### config.mk
export PLATFORM = sky130hd
export DESIGN_NAME = clk_div_bank
export DESIGN_NICKNAME = d
export VERILOG_FILES = /design/src/rtl/clk_div_bank.sv
export SDC_FILE = /design/constraint.sdc
export NUM_CORES = 1
export LEC_CHECK = 0
export CAP_MARGIN = 0
export CORE_MARGIN = 2
export CORE_UTILIZATION = 56
export CTS_CLUSTER_SIZE = 8
export DETAILED_ROUTE_END_ITERATION = 7
export PLACE_DENSITY = 0.73
export SETUP_SLACK_MARGIN = 0.1
export SLEW_MARGIN = 15
export SYNTH_ARGS = -nofsm -noshare
export SYNTH_HDL_FRONTEND = slang
export SYNTH_SLANG_ARGS = --single-unit
### constraint.sdc
create_clock -name clk_in -period 8.2 [get_ports clk_in]
set_clock_uncertainty 0.05 [all_clocks]
set_input_delay 1.23 -clock clk_in [delete_from_list [all_inputs] [get_ports clk_in]]
set_output_delay 1.23 -clock clk_in [all_outputs]
set_load 0.02 [all_outputs]
### src/rtl/clk_div_bank.sv
// Bank of CH independent programmable clock dividers with glitch-free divisor updates.
// Optional tick outputs are built when CLK_DIV_BANK_TICK_EN is defined.
module clk_div_bank #(
  parameter int CH      = 4,
  parameter int W       = 31,
  parameter int DEF_DIV = 100000000
) (
  input  logic                             clk_in,
  input  logic                             reset,
  input  logic [CH-1:0]                    en,
  input  logic                             sync,
  input  logic                             div_load,
  input  logic [((CH > 1) ? $clog2(CH) : 1)-1:0] div_sel,
  input  logic [W-1:0]                     div_val,
  output logic [CH-1:0]                    clk_out,
  output logic [CH-1:0]                    tick
);

  localparam int SW = (CH > 1) ? $clog2(CH) : 1;

  logic [W-1:0] val_c;

  always_comb begin
    val_c = div_val;
    if (div_val < W'(2)) val_c = W'(2);
  end

  for (genvar i = 0; i < CH; i++) begin : g_ch
    localparam logic [SW-1:0] IDX = SW'(i);

    logic [W-1:0] cnt;
    logic [W-1:0] act;
    logic [W-1:0] pend;
    logic         pv;
    logic         co;
    logic         ld;
    logic         wrap;
    logic [W-1:0] cnt_inc;
    logic [W-1:0] half;
    logic [W-1:0] nxt_act;

    assign ld      = div_load && (div_sel == IDX);
    assign wrap    = (cnt == act - W'(1));
    assign cnt_inc = cnt + W'(1);
    assign half    = (act >> 1) + W'(act[0]);
    assign nxt_act = pv ? pend : act;

    // act only changes while cnt==0, so cnt always stays below act
    always_ff @(posedge clk_in) begin
      if (reset) begin
        cnt  <= '0;
        act  <= W'(DEF_DIV);
        pend <= '0;
        pv   <= 1'b0;
        co   <= 1'b1;
      end else if (!en[i]) begin
        cnt <= '0;
        co  <= 1'b1;
        if (ld) begin
          act <= val_c;
          pv  <= 1'b0;
        end
      end else begin
        if (sync || wrap) begin
          cnt <= '0;
          co  <= 1'b1;
          act <= nxt_act;
          pv  <= 1'b0;
        end else begin
          cnt <= cnt_inc;
          co  <= (cnt_inc < half);
        end
        // a load on the apply edge is kept for the next period
        if (ld) begin
          pend <= val_c;
          pv   <= 1'b1;
        end
      end
    end

    assign clk_out[i] = co;

`ifdef CLK_DIV_BANK_TICK_EN
    logic tq;

    always_ff @(posedge clk_in) begin
      if (reset) tq <= 1'b0;
      else       tq <= en[i] && (sync || wrap);
    end

    assign tick[i] = tq;
`endif
  end

`ifndef CLK_DIV_BANK_TICK_EN
  assign tick = '0;
`endif

endmodule

==> metrics.txt <==
CP Data Arrival Time=between 5000 and 6000 ps; Seq cells post-synth=380; Fin Setup TNS=0 ps; status=complete, no violations; Slew @ Worst Pin=1126 ps; Compound-Gate Fraction of Synth Area=approximately an eighth; synthesis warning total=0; deepest clock path buffer count=3; first-pass GRT wire length=111,800 um; CTS root buffer=clkbuf_16; RSZ-0062 raised after global routing=false; most common cell after layout, fill and taps aside=nand2_1; Routed Antenna Nets=0; Synth Instances=between 3k and 4k; Min-Delay Startpoint=g_ch[1].pend[26]$_SDFFE_PP0P_; CP Launch Type=register; Worst EP required=8670 ps; RePlAce Congestion=between 0.9 and 1; initial antenna violation count=1; share of post-route cells with drive strength above 1=roughly 4.8%; largest net degree at the start of global routing=104; Routed Wire Length=69,060 um; Setup-failing EPs final=0; Die Span X=218.3 um; leakage power total=0.01086 uW; Post-Synth XOR/XNOR Area=13.14%; vias in the first global route=21.51k; input/output buffers=44; Post-CTS Resized=0; placed insts=3,619; Final period util=55.83%; nets=roughly 3.3k; WL/cell=18.78 um; Final Hold Viols=0; Slew Viols, Final=0; Reg2Reg Depth=13; vias per cell=5.970; Synth cell types=77; GRT Total Usage=28.75%; synthesized cell area=between 0.02 and 0.03 sq mm; fin crit period=4578 ps; H-Tree Level Count=2; crit path capture type=register; Die H=218.3 um; WHS Endpoint=g_ch[1].pend[26]$_SDFFE_PP0P_; post-synthesis mux area share=under 10%; HP Class=register to register; Avg Inst Size Synth=7.968 sq um; Top-Level Pins=49; simple logic cell fraction of the synthesized area=a little over a quarter; Fmax=0.2184 GHz; vias=21.95k; worst r2r src=g_ch[2].act[0]$_SDFFE_PP0P_; post-CTS setup buffer count=0; Post-route DRC=0; Die ar.=0.04766 sq mm; Register-to-Register Setup Slack=3620 ps; Post-CTS Hold Buffers=0; sequential cell area fraction in the yosys report=29.58%; area delta synth->final=6.378%; PD cells=about 160 mW/mm^2; hold path depth=2; Max-Cap Viols=0; R2R Path End=g_ch[2].act[26]$_SDFFE_PP1P_; Reg clk slew, reported paths=50 ps; Max-slew headroom=24.73%; initial core utilization=a little under three fifths; Post-Synth Adder-Cell Area=6.616%; Starting DRT DRC Count=1,690; CTS sink cnt=380; Initial DRT Pass Iterations=7; number of synthesized flops with an enable pin=0; most frequent cells in the layout=nand2_1 (437), dfxtp_1 (380), nor2_1 (218); TritonCTS clock tree=done; ys async rst share=0%; num rows=78; DPL Wire Length=between 40,000 and 50,000 um; core area=0.04538 sq mm; final cell count without fillers=between 3k and 4k; number of CTS-inserted buffers=53; critical path fanouts, max=20; top_reg_cell synth=dfxtp_1; clk_lat worst skew=600 ps; total gr overflow=0; dominant combinational cell family by area after synthesis=simple AND/OR/NAND/NOR gates; Crit Path Class=register to register; maximum VDD drop=0.0001609 V
## report_power, final
group	internal (uW)	total, uW	switching (uW)
sequential	1890	1950	62.9
combinational	162	407	245
clock	1140	1930	790
## through the flow
stage	worst slack, ps	util, %	cell area, sq um	hold slack [ps]	power (uW)
2_1_floorplan	4521	-	25730	381.7	2267
3_3_place_gp	3816	57.25	25980	387.5	2375
3_5_place_dp	3734	57.25	25980	393.1	2383
4_1_cts	3692	60.28	27360	399.7	4325
5_1_grt	3106	60.28	27360	417.0	4450
6_report	3622	60.29	27360	397.9	4290
## cell usage after synthesis, types with 39 or more instances
library cell,count,share of area [%]
mux2_2,44,1.9
nand4_1,80,1.9
nand2_1,437,6.4
dfxtp_1,380,30
nor2_1,218,3.2
clkbuf_1,209,3.1
nor2b_1,174,4.2
xnor2_1,203,6.9
nor3_1,63,1.2
a21oi_1,176,3.4
a211oi_1,63,1.8
ha_1,136,6.6
inv_1,39,0.57
mux2i_1,125,4.9
and3_1,63,1.5
o21ai_0,40,0.78
nand3_1,153,3.0
nor4_1,41,1.0
xor2_1,183,6.2
## critical path, cell delays in order (launching register included)
cell and delay, ps:
dfxtp_1 370, inv_1 110, ha_1 260, nor3b_1 480, nand4_1 430, or4_1 520
mux2_2 280, a2111oi_0 370, nand4_1 200, o21ai_1 150, buf_4 240, and2_1 440
buf_4 380, mux2i_1 220
## logic make-up after synthesis
logic type | count (synthesis)
adder cells (fa/ha/maj) | 136
multiplexers | 170
AO/OA/AOI/OAI | 459
AND/OR/NAND/NOR | 1377
other | 1
buffers and inverters | 319
XOR/XNOR | 386
flip-flops | 380
## sequential cells by signal, indices dropped and copies added (netlist names)
register	cells
g_ch.pv	4
g_ch.cnt	124
g_ch.act	124
g_ch.pend	124
g_ch.co	4
## worst max path at each step
stage	startpoint	endpoint	slack [ps]	depth (start not counted)
floorplan	g_ch[3].act[2]$_SDFFE_PP0P_	g_ch[3].act[1]$_SDFFE_PP0P_	4520	12
global placement	g_ch[0].act[14]$_SDFFE_PP1P_	g_ch[0].act[16]$_SDFFE_PP1P_	3820	11
detailed placement	g_ch[2].act[0]$_SDFFE_PP0P_	g_ch[2].act[26]$_SDFFE_PP1P_	3730	13
CTS	g_ch[2].act[0]$_SDFFE_PP0P_	g_ch[2].act[26]$_SDFFE_PP1P_	3690	13
global route	g_ch[2].act[0]$_SDFFE_PP0P_	g_ch[2].act[14]$_SDFFE_PP1P_	3110	13
finish	g_ch[2].act[0]$_SDFFE_PP0P_	g_ch[2].act[26]$_SDFFE_PP1P_	3620	13
## cell type report
class / instances / area (sq um)
clock inverter: 2 / 21.27
fill: 4033 / 18020
tap: 600 / 750.7
timing repair buffer: 67 / 599.3
sequential: 380 / 7607
clock buffer: 55 / 1355
antenna: 1 / 2.502
inverter: 40 / 151.4
multi-input combinational: 2532 / 16870
## routing by layer
metal  GRT usage [%]  routed length [um]  vias up
met1           37.83               30880    10438
met5               0                   0        -
li1                -                   -    10812
met4           9.093                1724        0
met2           47.96               32330      561
met3           4.802                4132      139
Note: power is estimated with default switching activity, not from simulation.
